$ cat config.mk
export PLATFORM = sky130hd
export DESIGN_NAME = pipe_stage_skid
export DESIGN_NICKNAME = d
export VERILOG_FILES = /design/src/rtl/pipe_stage_skid.sv
export SDC_FILE = /design/constraint.sdc
export NUM_CORES = 1
export LEC_CHECK = 0
export ABC_AREA = 1
export BUFFER_PORTS_ARGS = -buffer_cell sky130_fd_sc_hd__buf_2
export CELL_PAD_IN_SITES_DETAIL_PLACEMENT = 2
export CELL_PAD_IN_SITES_GLOBAL_PLACEMENT = 2
export CORE_ASPECT_RATIO = 0.8
export CORE_MARGIN = 1.5
export CORE_UTILIZATION = 25
export DETAILED_ROUTE_END_ITERATION = 8
export GPL_ROUTABILITY_DRIVEN = 0
export PLACE_DENSITY = 0.8
export SETUP_SLACK_MARGIN = 0.5
export SYNTH_ARGS = -nofsm -noshare
export SYNTH_HDL_FRONTEND = slang
export SYNTH_SLANG_ARGS = --single-unit
$ cat constraint.sdc
create_clock -name clk -period 3.2 [get_ports clk]
set_input_delay 0.96 -clock clk [delete_from_list [all_inputs] [get_ports clk]]
set_output_delay 0.96 -clock clk [all_outputs]
set_load 0.02 [all_outputs]
$ cat src/rtl/pipe_stage_skid.sv
// pipe_stage_skid: valid/ready pipeline stage, optional 2-entry skid, flush.
// Ports: clk/rst, flush, in_* upstream, out_* downstream, occupancy count.
module pipe_stage_skid #(
  parameter int DATA_W = 32,
  parameter int CTRL_W = 8,
  parameter bit SKID   = 1'b1
) (
  input  logic              clk,
  input  logic              rst,
  input  logic              flush,
  input  logic              in_valid,
  output logic              in_ready,
  input  logic [DATA_W-1:0] in_data,
  input  logic [CTRL_W-1:0] in_ctrl,
  output logic              out_valid,
  input  logic              out_ready,
  output logic [DATA_W-1:0] out_data,
  output logic [CTRL_W-1:0] out_ctrl,
  output logic [1:0]        occupancy
);

  // Encoding equals the number of held entries.
  localparam logic [1:0] EMPTY = 2'd0;
  localparam logic [1:0] FULL  = 2'd1;
  localparam logic [1:0] SKID2 = 2'd2;

  logic [1:0]        state_q, state_d;
  logic [DATA_W-1:0] m_data_q, m_data_d;
  logic [CTRL_W-1:0] m_ctrl_q, m_ctrl_d;
  logic [DATA_W-1:0] s_data_q, s_data_d;
  logic [CTRL_W-1:0] s_ctrl_q, s_ctrl_d;
  logic              in_hs;
  logic              out_hs;

  assign out_valid = (state_q != EMPTY);
  assign out_data  = m_data_q;
  assign out_ctrl  = out_valid ? m_ctrl_q
                               : '0;
  assign occupancy = state_q;

  // Without skid the only free slot while FULL
  // is the one being drained this cycle.
  always_comb begin
    in_ready = 1'b0;
    unique case (state_q)
      EMPTY:   in_ready = 1'b1;
      FULL:    in_ready = SKID ? 1'b1
                               : out_ready;
      default: in_ready = 1'b0;
    endcase
  end

  assign in_hs  = in_valid && in_ready;
  assign out_hs = out_valid && out_ready;

  always_comb begin
    state_d  = state_q;
    m_data_d = m_data_q;
    m_ctrl_d = m_ctrl_q;
    s_data_d = s_data_q;
    s_ctrl_d = s_ctrl_q;
    if (flush) begin
      // Held payload stays; only the state drops,
      // so out_data keeps its last value.
      state_d = EMPTY;
    end else begin
      unique case (state_q)
        EMPTY: begin
          if (in_hs) begin
            m_data_d = in_data;
            m_ctrl_d = in_ctrl;
            state_d  = FULL;
          end
        end
        FULL: begin
          if (in_hs && out_hs) begin
            m_data_d = in_data;
            m_ctrl_d = in_ctrl;
          end else if (out_hs) begin
            state_d = EMPTY;
          end else if (in_hs && SKID) begin
            s_data_d = in_data;
            s_ctrl_d = in_ctrl;
            state_d  = SKID2;
          end
        end
        SKID2: begin
          if (out_hs) begin
            m_data_d = s_data_q;
            m_ctrl_d = s_ctrl_q;
            state_d  = FULL;
          end
        end
        default: state_d = EMPTY;
      endcase
    end
  end

  always_ff @(posedge clk) begin
    if (rst) begin
      state_q  <= EMPTY;
      m_data_q <= '0;
      m_ctrl_q <= '0;
      s_data_q <= '0;
      s_ctrl_q <= '0;
    end else begin
      state_q  <= state_d;
      m_data_q <= m_data_d;
      m_ctrl_q <= m_ctrl_d;
      s_data_q <= s_data_d;
      s_ctrl_q <= s_ctrl_d;
    end
  end

endmodule
==> metrics.cfg <==
[global_route]
grt_max_degree = 47
antenna_found_initial = 1
grt_pass1_wl_mm = 20.15
grtUsageTotal_pct = 15.97
grt_overflow = 0
grt_pass1_vias = 4378

[sta]
post-route-period-util_pct = 76.36
rsz0062_at_grt = no
drv_slew = 0
tns_ps = 0
timing.fmax_mhz = 409.2
hold_ws_ps = 518.4
period_minus_slack_ps = 2444
hold_viol_final = 0
fin_worst_skew_ps = 5.196
tightest_slew_ps = 853.5
setup_violations = 0
relSlewSlack_pct = 42.90

[synth]
synthesis.nets = 672
syn_area_um2 = 3865
ys_types = 15
yosysSeqAreaShare_pct = 42.47
avgSynthCellArea_um2 = 6.164
ys.warnings.count = 0
syn_inst = 627
synth-seq-cells = 82

[place]
port_buffers = 88
dp_cells = 900
dp_hpwl_mm = 8.559

[worst_setup_path]
end_kind = output port
crit_arrival_ps = 1480
rr_startpoint = occupancy[0]$_SDFFE_PP0P_
startpoint = occupancy[1]$_SDFFE_PP0P_
cp.depth = 5
endpoint = out_ctrl[4]
reg2reg_setup_slack_ps = 1300
worstRegToRegCells = 7
crit_path_cell_trace = inv_2 -> nand2_2 -> inv_1 -> nor2_1 -> buf_2
path_buf_inv = 3
critPathSlowestCell = dfxtp_1
crit_family = flip-flops
critical_path_class = flip-flop to output port
r2r_end = out_data[13]$_SDFFE_PP0P_
critPathLaunchType = flip-flop
crit_required_ps = 2240
path_max_fanout = 8
max_stage_delay_ps = 450

[detailed_routing]
post_drt_wl_per_cell_um = 13.11
routed_wl_mm = 11.98
drt_drc_violations_left = 0
dr.pass1.iters = 3
dr.first_iter.drc_count = 93
vias = 3921
via_per_inst = 4.290
ant_nets = 0

[min_path]
hold_class = flip-flop to flip-flop

[floorplanning]
die_h_um = 114.2
ioPinCount = 89
initial_utilization_pct = 25.66
die-area_um2 = 16220
core_area_um2 = 15060
num_rows = 40
die_width_um = 142.0

[clock_tree]
cts_sinks = 82
cts_buffers = 9
post-cts-setup-buffer-count = 0
clkSlewWorstSetupHoldPaths_ps = 60
ctsRootBufferMaster = clkbuf_16
cts_resized = 0
h-tree-depth = 3
ctsHoldBuffers = 0
clk-insertion-delay-late_ps = 340
cts_tree = done
clk_path_buf_depth = 2

[finish]
final_cells = 914
drive_gt1_share_pct = 16.36
seqCellArea_um2 = 1642
final_common_cell = nand2_1
fillCellCount = 1865
mostFrequentLayoutCells = nand2_1, nor2_1, buf_2
synthToLayoutAreaGrowth_pct = 21.63
nNetsFinal = 746
multi_input_area_um2 = 1680

[power]
p_sw_mw = 0.6168
switching_share_pct = 26.37
ir_drop_uv = 247.6
pwr_density_cell_nw_per_um2 = 497.6
intPower_mw = 1.722
clkPwrFrac_pct = 41.0
comb_power_share_pct = 12.6
p_leak_nw = 2.645
power_frac_seq_pct = 46.4

[job]
cap_violations = 0

[run_status]
outcome = finished clean

[kinds of logic after synthesis]
family                 synth area share (%)
AND/OR/NAND/NOR                       38.10
buffers and inverters                 14.05
flip-flops                            42.47
AO/OA/AOI/OAI                         5.374
[stage by stage]
| step | worst slack (ps) | instance area [µm²] | util [%] | total power [mW] |
|---|---|---|---|---|
| 6_report | 756.4 | 4701 | 31.20 | 2.339 |
| 3_5_place_dp | 854.4 | 4438 | 29.46 | 1.411 |
| 2_1_floorplan | 995.0 | 3865 | - | 1.298 |
| 5_1_grt | 595.9 | 4698 | 31.19 | 2.477 |
| 4_1_cts | 705.5 | 4698 | 31.19 | 2.397 |
| 3_3_place_gp | 942.7 | 4438 | 29.46 | 1.391 |
[area by class of cell]
| type | count | area share, % |
|---|---|---|
| tap | 210 | 5.590 |
| sequential | 82 | 34.92 |
| inverter | 86 | 6.867 |
| antenna | 1 | 0.05323 |
| multi-input combinational | 427 | 35.75 |
| timing repair buffer | 95 | 11.29 |
| clock buffer | 13 | 5.536 |
[power groups by stage]
stage	logic (mW)	clock network, mW	registers (mW)
floorplan	0.156	0	1.14
finish	0.294	0.959	1.09
global placement	0.283	0	1.11
global route	0.337	1.05	1.09
detailed placement	0.300	0	1.11
CTS	0.303	1.01	1.09
[metal layers]
metal	vias up	share of wire [%]	GRT usage, %
li1	1959	-	-
met1	1888	42	16.29
met2	59	52	31.48
met3	15	4.5	5.061
met4	0	1.0	3.849
met5	-	0	0
[worst reg2reg max path: stages, from the launching register on]
cell	delay (ps)
dfxtp_1	360
inv_1	90
nand2_2	630
buf_4	370
nand2_1	90
o21ai_0	80
nor2_1	70
nor2_1	140
[cells in the mapped netlist]
| cell type | n | area [µm²] |
|---|---|---|
| nor2_2 | 2 | 12.51 |
| dfxtp_1 | 82 | 1642 |
| buf_2 | 8 | 40.04 |
| buf_1 | 5 | 18.77 |
| nand2_4 | 1 | 11.26 |
| o21ai_0 | 40 | 200.2 |
| nand2_2 | 4 | 25.02 |
| clkbuf_1 | 7 | 26.28 |
| inv_1 | 84 | 315.3 |
| nand2_1 | 205 | 769.5 |
| buf_6 | 12 | 135.1 |
| nor2_1 | 173 | 649.4 |
| a21boi_0 | 1 | 7.510 |
| nor3_1 | 1 | 5.000 |
| inv_2 | 2 | 7.510 |
[sequential cells by signal, summed over array words and instances, names as in the netlist]
signal / flops
m_ctrl_q: 8
occupancy: 2
out_data: 32
s_ctrl_q: 8
s_data_q: 32
[worst min path at each step]
stage / from / endpoint / slack [ps] / cells after the start
2_1_floorplan: s_ctrl_q[0]$_SDFFE_PP0P_ / s_ctrl_q[0]$_SDFFE_PP0P_ / 490 / 4
3_3_place_gp: out_data[26]$_SDFFE_PP0P_ / out_data[26]$_SDFFE_PP0P_ / 490 / 4
3_5_place_dp: out_data[5]$_SDFFE_PP0P_ / out_data[5]$_SDFFE_PP0P_ / 510 / 4
4_1_cts: out_data[5]$_SDFFE_PP0P_ / out_data[5]$_SDFFE_PP0P_ / 520 / 4
5_1_grt: out_data[9]$_SDFFE_PP0P_ / out_data[9]$_SDFFE_PP0P_ / 560 / 4
6_report: out_data[5]$_SDFFE_PP0P_ / out_data[5]$_SDFFE_PP0P_ / 520 / 4
No activity file was read; power rests on OpenSTA's default activity.
